[src/rtl/dtack_gen.sv]
// dtack_gen: 68000 bus-cycle terminator with per-region wait states.
// Optional watchdog/BERR path built when DTACK_GEN_BERR_EN is defined.
module dtack_gen #(
    parameter int unsigned WS_ROM  = 2,
    parameter int unsigned WS_RAM  = 0,
    parameter int unsigned WS_IO   = 4,
    parameter int unsigned TIMEOUT = 64
) (
    input  logic clk_in,
    input  logic reset,
    input  logic as_n,
    input  logic sel_rom,
    input  logic sel_ram,
    input  logic sel_io,
    output logic dtack_n,
    output logic berr_n,
    output logic cyc_active
);

`ifdef DTACK_GEN_BERR_EN
    typedef enum logic [2:0] {
        IDLE,
        WAIT,
        ACK,
        NOSEL,
        BERR
    } state_t;
`else
    typedef enum logic [1:0] {
        IDLE,
        WAIT,
        ACK,
        NOSEL
    } state_t;
`endif

    state_t     state;
    state_t     state_nx;
    logic       sync1;
    logic       sync2;
    logic       as_s;
    logic [3:0] ws_cnt;
    logic [3:0] ws_nx;
    logic       dtack_nx;

`ifdef DTACK_GEN_BERR_EN
    logic [7:0] wdt;
    logic [7:0] wdt_nx;
    logic       berr_q;
    logic       berr_nx;
    logic       wdt_exp;
    logic [7:0] wdt_inc;

    // Watchdog expires once TIMEOUT full cycles have been counted
    assign wdt_exp = (wdt == 8'(TIMEOUT));
    assign wdt_inc = (wdt == 8'hFF) ? wdt : wdt + 8'd1;
    assign berr_n  = berr_q;
`else
    assign berr_n = 1'b1;
`endif

    assign as_s = ~sync2;

    // Two-flop synchroniser for the asynchronous address strobe
    always_ff @(posedge clk_in) begin
        if (reset) begin
            sync1 <= 1'b1;
            sync2 <= 1'b1;
        end else begin
            sync1 <= as_n;
            sync2 <= sync1;
        end
    end

    // Next-state and registered-output decode
    always_comb begin
        state_nx = state;
        ws_nx    = ws_cnt;
        dtack_nx = dtack_n;
`ifdef DTACK_GEN_BERR_EN
        wdt_nx   = wdt;
        berr_nx  = berr_q;
`endif
        unique case (state)
            IDLE: begin
                dtack_nx = 1'b1;
`ifdef DTACK_GEN_BERR_EN
                wdt_nx   = 8'd0;
                berr_nx  = 1'b1;
`endif
                if (as_s) begin
                    if (sel_rom) begin
                        state_nx = WAIT;
                        ws_nx    = 4'(WS_ROM);
                    end else if (sel_ram) begin
                        state_nx = WAIT;
                        ws_nx    = 4'(WS_RAM);
                    end else if (sel_io) begin
                        state_nx = WAIT;
                        ws_nx    = 4'(WS_IO);
                    end else begin
                        state_nx = NOSEL;
                    end
                end
            end
            WAIT: begin
`ifdef DTACK_GEN_BERR_EN
                wdt_nx = wdt_inc;
`endif
                if (!as_s) begin
                    state_nx = IDLE;
                end else if (ws_cnt == 4'd0) begin
                    state_nx = ACK;
                    dtack_nx = 1'b0;
`ifdef DTACK_GEN_BERR_EN
                end else if (wdt_exp) begin
                    state_nx = BERR;
                    berr_nx  = 1'b0;
`endif
                end else begin
                    ws_nx = ws_cnt - 4'd1;
                end
            end
            ACK: begin
                if (!as_s) begin
                    state_nx = IDLE;
                    dtack_nx = 1'b1;
                end
            end
            NOSEL: begin
`ifdef DTACK_GEN_BERR_EN
                wdt_nx = wdt_inc;
`endif
                if (!as_s) begin
                    state_nx = IDLE;
`ifdef DTACK_GEN_BERR_EN
                end else if (wdt_exp) begin
                    state_nx = BERR;
                    berr_nx  = 1'b0;
`endif
                end
            end
`ifdef DTACK_GEN_BERR_EN
            BERR: begin
                if (!as_s) begin
                    state_nx = IDLE;
                    berr_nx  = 1'b1;
                end
            end
`endif
            default: begin
                state_nx = IDLE;
                dtack_nx = 1'b1;
            end
        endcase
    end

    // State register with registered strobe outputs
    always_ff @(posedge clk_in) begin
        if (reset) begin
            state      <= IDLE;
            ws_cnt     <= 4'd0;
            dtack_n    <= 1'b1;
            cyc_active <= 1'b0;
        end else begin
            state      <= state_nx;
            ws_cnt     <= ws_nx;
            dtack_n    <= dtack_nx;
            cyc_active <= (state_nx != IDLE);
        end
    end

`ifdef DTACK_GEN_BERR_EN
    // Watchdog counter and bus-error output
    always_ff @(posedge clk_in) begin
        if (reset) begin
            wdt    <= 8'd0;
            berr_q <= 1'b1;
        end else begin
            wdt    <= wdt_nx;
            berr_q <= berr_nx;
        end
    end
`endif

endmodule
[config.mk]
export PLATFORM = sky130hd
export DESIGN_NAME = dtack_gen
export DESIGN_NICKNAME = d
export VERILOG_FILES = /design/src/rtl/dtack_gen.sv
export SDC_FILE = /design/constraint.sdc
export NUM_CORES = 1
export LEC_CHECK = 0
export BUFFER_PORTS_ARGS = -buffer_cell sky130_fd_sc_hd__buf_4
export CAP_MARGIN = 10
export CORE_AREA = 5 5 42 44
export DETAILED_ROUTE_END_ITERATION = 7
export DIE_AREA = 0 0 47 49
export GPL_TIMING_DRIVEN = 0
export PLACE_DENSITY_LB_ADDON = 0.05
export SLEW_MARGIN = 20
export SYNTH_ARGS = -nofsm -noshare
export SYNTH_HDL_FRONTEND = slang
export SYNTH_SLANG_ARGS = --single-unit
[constraint.sdc]
create_clock -name clk_in -period 3.5 [get_ports clk_in]
set_input_delay 1.05 -clock clk_in [delete_from_list [all_inputs] [get_ports clk_in]]
set_output_delay 1.05 -clock clk_in [all_outputs]
set_load 0.005 [all_outputs]
==> metrics <==
Synth Area in Adders=0.0269; post-cts sizing count=0; power consumption=around 220 µW; Clock Sink Count=10; TritonCTS clock tree=yes; Root Driver=clkbuf_4; register clock-pin slew on the reported worst setup and hold paths=approximately 0.07 ns; final period utilization=0.629; DP HPWL=around 660 µm; Synth-to-Final Area Change=18.8%; htree depth=1; Die Wd=47 µm; Inst Count DP=74; simple-gate share of the synthesized area=0.296; worst skew pair latency=around 0.26 ns; vias after detailed routing=between 300 and 400; CP Launch Type=flip-flop; Clock Skews=about 0.0055 ns; register area share after synthesis=0.430; PD cells=389 nW/µm²; reg2reg start=ws_cnt[0]; I/O pins=9; maximum VDD drop=0.150 mV; syn_nets=59; Yosys cell types=28; postcts setup bufs=0; uppermost layer routed=met4; WL met2=about 370 µm; Syn. warnings=0; metal3 WL=between 90 and 100 µm; kind of critical path=reg2reg; Worst setup startpoint=ws_cnt[0]; post-synthesis mux area share=0; Die H=49 µm; CP required=about 3.7 ns; first-pass GRT wire length=about 1.5 mm; fmax=approximately 0.45 GHz; Hold WS=a little over 0.4 ns; # rows=14; Port Buf Inserts=6; DR DRC count=0; All-Layer GR Usage=0.0902; CP arrival=approximately 2.4 ns; setup violators final=0; largest family of logic cells by synthesized area=simple AND/OR/NAND/NOR gates; Core Region=1400 µm²; n_diodes=0; nets@finish=70; Setup TNS=0 ns; Final Core Density=0.395; final hold vios=0; Synth Area in Compound Gates=0.164; Post-Syn Area=around 470 µm²; Vias/cell=roughly 5.0; initial core utilization=0.332; Tmin final=roughly 2.2 ns; Gate Count Post-Synth=between 50 and 60; Post-Route WL=roughly 900 µm; Final Max Tran Viols=0; WL/cell=about 12 µm; xor-xnor portion of the synthesized cell area=0; worst min-delay path startpoint=sync1; full die area=between 2000 and 2500 µm²; worst-path maximum fanout=7; HP Class=reg2reg; Final ANT Viol Nets=0; unrepaired setup endpoints after global routing=no; gpl congestion=around 0.7; Pleak=approximately 0.00022 µW; Max-Cap Viols=0; wl on met1=approximately 430 µm; total CTS buffers=3; status=finished clean; vias in the first global route=about 370; total gr overflow=0; #FFs+latches synth=10; kind of end point of the critical path=flip-flop; share of layout cells above drive strength 1=0.328; CTS Hold Bufs=0; syn_area_per_cell=between 8 and 9 µm²; initial antenna violation count=0; first-pass iteration count of the detailed router=4; Initial DRC Count=4; CTS max path bufs=2; Non-Filler Instances=between 70 and 80; largest net degree at the start of global routing=10
sequential cells by signal, indices dropped and copies added, names as in the netlist:
| name | count |
|---|---|
| dtack_n | 1 |
| ws_cnt | 4 |
| sync2 | 1 |
| cyc_active | 1 |
| sync1 | 1 |
| state | 2 |
synthesized netlist by cell type:
cell type   n  area (µm²)
or3_2       1        7.51
nor2b_1     1        6.26
and4bb_1    1        12.5
buf_6       1        11.3
nand2_1     2        7.51
a21oi_1     6        30.0
o32ai_1     1        8.76
or4_1       2        15.0
nor2_1      4        15.0
nor3b_1     1        7.51
nor3_1      2        10.0
nand4_1     1        6.26
or2_2       2        12.5
conb_1      1        3.75
o31a_2      1        10.0
nand2b_1    1        6.26
buf_2       1        5.00
buf_4       1        7.51
dfxtp_1    10         200
o21bai_1    1        7.51
inv_1       3        11.3
or3b_2      1        8.76
ha_1        1        12.5
or2b_2      1        8.76
a211o_2     1        10.0
o21ai_0     2        10.0
nor4_1      1        6.26
and2_2      1        7.51
per-layer routing:
metal,global-route usage,up-vias
li1,-,204
met1,0.121,164
met2,0.118,12
met3,0.0443,2
met4,0.0415,0
met5,0,-
cell type report:
cell class,instances,area (µm²)
tap,16,20.0
multi-input combinational,36,230
buffer,3,23.8
sequential,10,200
fill,160,848
timing repair buffer,6,45.0
inverter,3,11.3
clock buffer,3,22.5
where the power goes:
part | internal [µW] | switching, µW
registers | 116 | 1.94
logic | 10.7 | 8.03
clock network | 39.7 | 38.6
placed cells by master, fill, tap and decap left out, types with 2 or more instances in the layout:
master    count
a21oi_1       6
nand2_1       2
or2_2         2
or4_1         2
nor3_1        2
inv_1         3
nor2_1        4
dfxtp_1      10
buf_4         7
o21ai_0       2
clkbuf_4      3
critical path, cell delays in order (launching register included):
cell and delay (ns):
dfxtp_1 0.34, inv_1 0.06, ha_1 0.23, and4bb_1 0.23
or4_1 0.45, buf_2 0.17, or4_1 0.51, a21oi_1 0.13
per-stage QoR:
step                      cell area, µm²  setup slack [ns]
after global placement               531              1.02
after detailed placement             531              1.04
final                                553              1.30
after global routing                 553              1.14
after floorplan                      465              1.22
after CTS                            553              1.29
worst paths after layout:
check | slack [ns] | to | depth (start not counted)
min reg2reg | 0.41 | sync2 | 1
max reg2reg | 1.30 | ws_cnt[3] | 7
max | 1.30 | ws_cnt[3] | 7
min | 0.41 | sync2 | 1
kinds of logic (layout without fill, tap and decap cells):
kind of cell,Yosys count,after routing
AO/OA/AOI/OAI,12,12
adder cells (fa/ha/maj),1,1
buffers and inverters,6,15
flip-flops,10,10
other,1,1
AND/OR/NAND/NOR,22,22
Power figures use the tool's default switching activity.
